File: src/rtl/pkt_classifier_pipe.sv
// Pipelined source/target header classifier with a skid buffer and saturating per-type counters.
// Optional build macro PKT_CLASSIFIER_DROP_ERR_EN: ERR headers are counted but never emitted.

package packet_pkg;
  typedef enum logic [1:0] {
    SDP = 2'd0,
    MDP = 2'd1,
    BDP = 2'd2,
    ERR = 2'd3
  } p_type;
endpackage

module pkt_classifier_pipe
  import packet_pkg::*;
#(
  parameter int NUM_PORTS = 4,
  parameter int CNT_WIDTH = 16
) (
  input  logic                 clk,
  input  logic                 rst,
  input  logic                 in_valid,
  output logic                 in_ready,
  input  logic [NUM_PORTS-1:0] in_source,
  input  logic [NUM_PORTS-1:0] in_target,
  output logic                 out_valid,
  input  logic                 out_ready,
  output logic [NUM_PORTS-1:0] out_source,
  output logic [NUM_PORTS-1:0] out_target,
  output p_type                out_type,
  output logic                 out_pkt_ok,
  output logic [NUM_PORTS-1:0] out_dest_mask,
  input  logic                 clr_stats,
  output logic [CNT_WIDTH-1:0] cnt_sdp,
  output logic [CNT_WIDTH-1:0] cnt_mdp,
  output logic [CNT_WIDTH-1:0] cnt_bdp,
  output logic [CNT_WIDTH-1:0] cnt_err
);

  typedef struct packed {
    logic [NUM_PORTS-1:0] source;
    logic [NUM_PORTS-1:0] target;
    logic [NUM_PORTS-1:0] dest;
    p_type                ptype;
    logic                 ok;
  } entry_t;

  localparam entry_t RST_ENTRY = '{source: '0, target: '0, dest: '0, ptype: ERR, ok: 1'b0};

  function automatic int popcnt(input logic [NUM_PORTS-1:0] v);
    int n;
    n = 0;
    for (int i = 0; i < NUM_PORTS; i++) begin
      if (v[i]) n++;
    end
    return n;
  endfunction

  entry_t     cls;
  p_type      cls_type;
  logic [1:0] cls_idx;

  // BDP is tested before SDP/MDP so that a 2-port switch maps popcount 2 to BDP.
  always_comb begin
    cls_type = ERR;
    if (popcnt(in_source) == 1 && in_target != '0) begin
      if (popcnt(in_target) == NUM_PORTS) cls_type = BDP;
      else if (popcnt(in_target) == 1)    cls_type = SDP;
      else                                 cls_type = MDP;
      if (cls_type != BDP && (in_target & in_source) != '0) cls_type = ERR;
    end
    cls.source = in_source;
    cls.target = in_target;
    cls.ptype  = cls_type;
    cls.ok     = (cls_type != ERR);
    cls.dest   = (cls_type != ERR) ? (in_target & ~in_source) : '0;
    cls_idx    = cls_type;
  end

  entry_t out_q, skid_q;
  logic   out_vld, skid_vld;
  logic   accept, wr;

  assign accept = in_valid & in_ready;
`ifdef PKT_CLASSIFIER_DROP_ERR_EN
  assign wr = accept & cls.ok;
`else
  assign wr = accept;
`endif

  // Skid only fills while the output is stalled, so skid_vld implies out_vld.
  always_ff @(posedge clk) begin
    if (rst) begin
      out_vld  <= 1'b0;
      skid_vld <= 1'b0;
      out_q    <= RST_ENTRY;
      skid_q   <= RST_ENTRY;
    end else if (!out_vld || out_ready) begin
      if (skid_vld) begin
        out_q    <= skid_q;
        out_vld  <= 1'b1;
        skid_vld <= 1'b0;
      end else if (wr) begin
        out_q   <= cls;
        out_vld <= 1'b1;
      end else begin
        out_vld <= 1'b0;
      end
    end else if (wr) begin
      skid_q   <= cls;
      skid_vld <= 1'b1;
    end
  end

  assign in_ready      = ~skid_vld;
  assign out_valid     = out_vld;
  assign out_source    = out_q.source;
  assign out_target    = out_q.target;
  assign out_type      = out_q.ptype;
  assign out_pkt_ok    = out_q.ok;
  assign out_dest_mask = out_q.dest;

  logic [CNT_WIDTH-1:0] cnt_q [4];

  always_ff @(posedge clk) begin
    if (rst || clr_stats) begin
      for (int i = 0; i < 4; i++) cnt_q[i] <= '0;
    end else if (accept && cnt_q[cls_idx] != {CNT_WIDTH{1'b1}}) begin
      cnt_q[cls_idx] <= cnt_q[cls_idx] + 1'b1;
    end
  end

  assign cnt_sdp = cnt_q[0];
  assign cnt_mdp = cnt_q[1];
  assign cnt_bdp = cnt_q[2];
  assign cnt_err = cnt_q[3];

endmodule

File: config.mk
export PLATFORM = sky130hd
export DESIGN_NAME = pkt_classifier_pipe
export DESIGN_NICKNAME = d
export VERILOG_FILES = /design/src/rtl/pkt_classifier_pipe.sv
export SDC_FILE = /design/constraint.sdc
export NUM_CORES = 1
export LEC_CHECK = 0
export ABC_AREA = 0
export CORE_MARGIN = 10
export CORE_UTILIZATION = 30
export CTS_CLUSTER_SIZE = 24
export DETAILED_ROUTE_END_ITERATION = 10
export GPL_ROUTABILITY_DRIVEN = 0
export PLACE_DENSITY_LB_ADDON = 0.05
export SETUP_SLACK_MARGIN = 0.2
export SLEW_MARGIN = 20
export SYNTH_ARGS = -nofsm -noshare
export SYNTH_HDL_FRONTEND = slang
export SYNTH_SLANG_ARGS = --single-unit
File: constraint.sdc
create_clock -name clk -period 12.72 [get_ports clk]
set_input_delay 2.544 -clock clk [delete_from_list [all_inputs] [get_ports clk]]
set_output_delay 2.544 -clock clk [all_outputs]
set_load 0.05 [all_outputs]
==> qor.yml <==
synthesis:
  synth_top_family_by_area: "simple AND/OR/NAND/NOR gates"
  synth-simple-area-share_pct: 18.20
  synth_top_area_share_pct: 40.45
  synthXorXnorAreaFrac_pct: 2.950
  synth.avg_cell_area_um2: 10.19
  syn_area_um2: 4751
  synthCells: 466
  synth_compound_area_share_pct: 10.27
  synth_cell_types: 48
  synth_nets: 486
  synthTopCellsByCount: "94 x nor2_1, 64 x edfxtp_1, 44 x inv_1, 32 x dfxtp_1, 28 x nand2_1"
  synth_edf_count: 64
  synth_area_leader_cell: "edfxtp_1"
  ys_async_sr_fraction_pct: 0
  synth.area.top_cells: "edfxtp_1 40%, dfxtp_1 13%, nor2_1 7.4%, mux2i_1 5.5%, inv_1 3.5%"
  synth.most_common_cell: "nor2_1"
  synth_seq_cells: 96
  synth-seq-area-share_pct: 53.94
  synthesis.yosys.warnings: 0
  ys.flop_type: "edfxtp_1"
  synthAdderAreaFrac_pct: 1.844
  synthMuxAreaShare_pct: 5.952
clocking:
  cts_tree: "done"
  clk_pin_slew_worst_paths_ns: 0.06
  htree_levels: 3
  cts_root_buf: "clkbuf_16"
  cts_sinks: 96
  cts-hold-fix-buffers: 0
  clockBufferDepth: 2
  cts_resized: 0
  cts_buffers: 9
  clock_latency_ns: 0.35
  post_cts_buffers: 0
timing:
  period_needed_ns: 8.630
  fin_skew_ns: 0.006305
  setup_viol: 0
  finalCritPeriodShare_pct: 67.85
  tightest_slew_ns: 0.9760
  hold_viol: 0
  fin_hold_ws_ns: 0.4529
  rsz0062_at_grt: "false"
  final.setup.tns_ns: 0
  clock.fmax_ghz: 0.1159
  slew_viol_final: 0
  max-slew-margin-rel_pct: 34.84
final_layout:
  syn2layout_area_growth_pct: 28.97
  final_util_pct: 39.86
  nets: 565
  diodes: 0
  drive_gt1_share_pct: 5.091
critical_path:
  startpoint_type: "input port"
  path_class: "in -> reg"
  cp-end-kind: "register"
  cp_common_cell: "ha_1"
  crit_chain: "clkdlybuf4s50_1, inv_1, ha_1, xor2_1, ha_1, nor2b_1, mux4_2, o311a_1, and3b_1, a222oi_1, ha_1, nand3_1, nor4_4, or3b_1, nand2_1"
  cp_slowest_cell: "a222oi_1"
  crit-reg2reg-launch: "cnt_q[1][0]$_SDFFCE_PN0P_"
  startpoint: "in_source[0]"
  arrival_ns: 8.52
  path_max_fanout: 19
  slowest_delay_ns: 0.81
  crit_required_ns: 12.61
grt:
  grt_use_met2_pct: 21.13
  grt_pass1_wl_um: 22730
  grt_pass1_vias: 3911
  grt_usage_pct: 13.51
  grt_remaining_overflow: 0
  grt_max_degree: 34
  antenna_found_initial: 0
  grt_use_met1_pct: 17.46
  grt_busiest_layer: "met2"
  grt.met3_usage_pct: 3.881
route:
  vias: 3760
  drt_wl_total_um: 14320
  drt_iter0_markers: 321
  wl_per_cell_um: 18.82
  remaining_drc_errors: 0
  viasPerCell: 4.941
  ant_nets: 0
  drt_first_pass_iters: 8
power_and_ir_drop:
  switchingPower_w: 0.0002408
  power.density_nw_per_um2: 129.6
  clock_power_share_pct: 33.4
  internal_power_w: 0.0005535
  peakVddDrop_v: 0.00006560
  sw_frac_of_total_pct: 30.32
  p_seq_share_pct: 45.0
  p_leak_nw: 2.215
  p_comb_share_pct: 21.5
placed_design:
  io_buffers: 93
  dp_hpwl_um: 10270
die:
  dieArea_um2: 21270
  core_um2: 15370
  fp-row-count: 45
  die_h_um: 145.8
  die_w_um: 145.8
  start_util_pct: 30.91
  pin_count: 94
outcome:
  status: "finished clean"
flow_run:
  maxCapViolCount: 0
worst_hold_path:
  holdCritStartpoint: "skid_q[11]$_SDFFE_PP0P_"
  hp-class: "reg -> reg"
==> area by class of cell <==
type	count	area, um2
sequential	96	2562
inverter	44	165.2
tap	211	264.0
timing repair buffer	98	968.4
multi-input combinational	296	1879
fill	1524	9244
clock buffer	9	225.2
clock inverter	7	62.56
==> flip-flops by register name, indices dropped and copies added, names as in the netlist <==
name and count:
cnt_q 64, skid_q 15, out_dest_mask 4, out_source 4, out_target 4, out_type 2, out_pkt_ok 1, out_valid 1
skid_vld 1
==> per-stage QoR <==
| stage | setup slack, ns | power [W] | cell area [um2] | instances |
|---|---|---|---|---|
| after global placement | 3.957 | 0.0005365 | 5839 | 745 |
| after CTS | 4.091 | 0.0008055 | 6127 | 761 |
| after detailed placement | 3.720 | 0.0005373 | 5839 | 745 |
| after global routing | 3.593 | 0.0008283 | 6127 | 761 |
| final | 4.090 | 0.0007943 | 6127 | 761 |
| after floorplan | 5.629 | 0.0004790 | 4751 | 466 |
==> power groups by stage <==
stage / registers (W) / logic, W / clock network, W
after floorplan: 0.000411 / 0.0000678 / 0
after CTS: 0.000358 / 0.000173 / 0.000274
after global placement: 0.000364 / 0.000172 / 0
after global routing: 0.000359 / 0.000184 / 0.000285
after detailed placement: 0.000365 / 0.000173 / 0
final: 0.000358 / 0.000171 / 0.000266
==> cells by family after synthesis <==
logic type / after synthesis
AOI/OAI and AO/OA: 66
DFF: 96
adders and majority gates: 7
muxes: 27
xor gates and xnor gates: 16
and+or+nand+nor: 180
buffers and inverters: 74
==> routing by layer <==
layer	up-vias	part of all wire (%)
met2	104	46
met3	13	6.1
met4	0	1.5
met1	1829	46
li1	1814	-
met5	-	0
==> worst paths after layout <==
path | endpoint | slack [ns] | depth (start not counted)
max | cnt_q[2][3]$_SDFFCE_PN0P_ | 4.09 | 15
min | skid_q[11]$_SDFFE_PP0P_ | 0.45 | 2
max reg2reg | cnt_q[2][3]$_SDFFCE_PN0P_ | 8.62 | 7
min reg2reg | skid_q[11]$_SDFFE_PP0P_ | 0.45 | 2
==> placed cells by master (no fill, tap or decap), types with 3 or more instances in the layout <==
master | Yosys | routed
nand2b_1 | 3 | 3
clkbuf_16 | 0 | 9
nor3_1 | 9 | 9
nor4_1 | 8 | 8
buf_4 | 3 | 5
a222oi_1 | 16 | 16
edfxtp_1 | 64 | 64
mux2i_1 | 26 | 26
xnor2_1 | 11 | 11
inv_1 | 44 | 44
nand2_1 | 28 | 28
clkdlybuf4s50_1 | 0 | 93
a211o_1 | 4 | 4
ha_1 | 7 | 7
xor2_1 | 5 | 5
nor2_1 | 94 | 94
nand4b_1 | 3 | 3
nand3_1 | 7 | 7
nor2b_1 | 6 | 6
dfxtp_1 | 32 | 32
a211oi_1 | 14 | 13
a21oi_1 | 19 | 19
nand4_1 | 5 | 5
==> critical path: cells and delay by family <==
kind / cells / cell delay (ns)
and+or+nand+nor: 6 / 2.58
muxes: 1 / 0.46
xor gates and xnor gates: 1 / 0.17
AOI/OAI and AO/OA: 2 / 0.98
buffers and inverters: 2 / 0.70
adders and majority gates: 3 / 1.08
(Power assumes the default switching activity.)
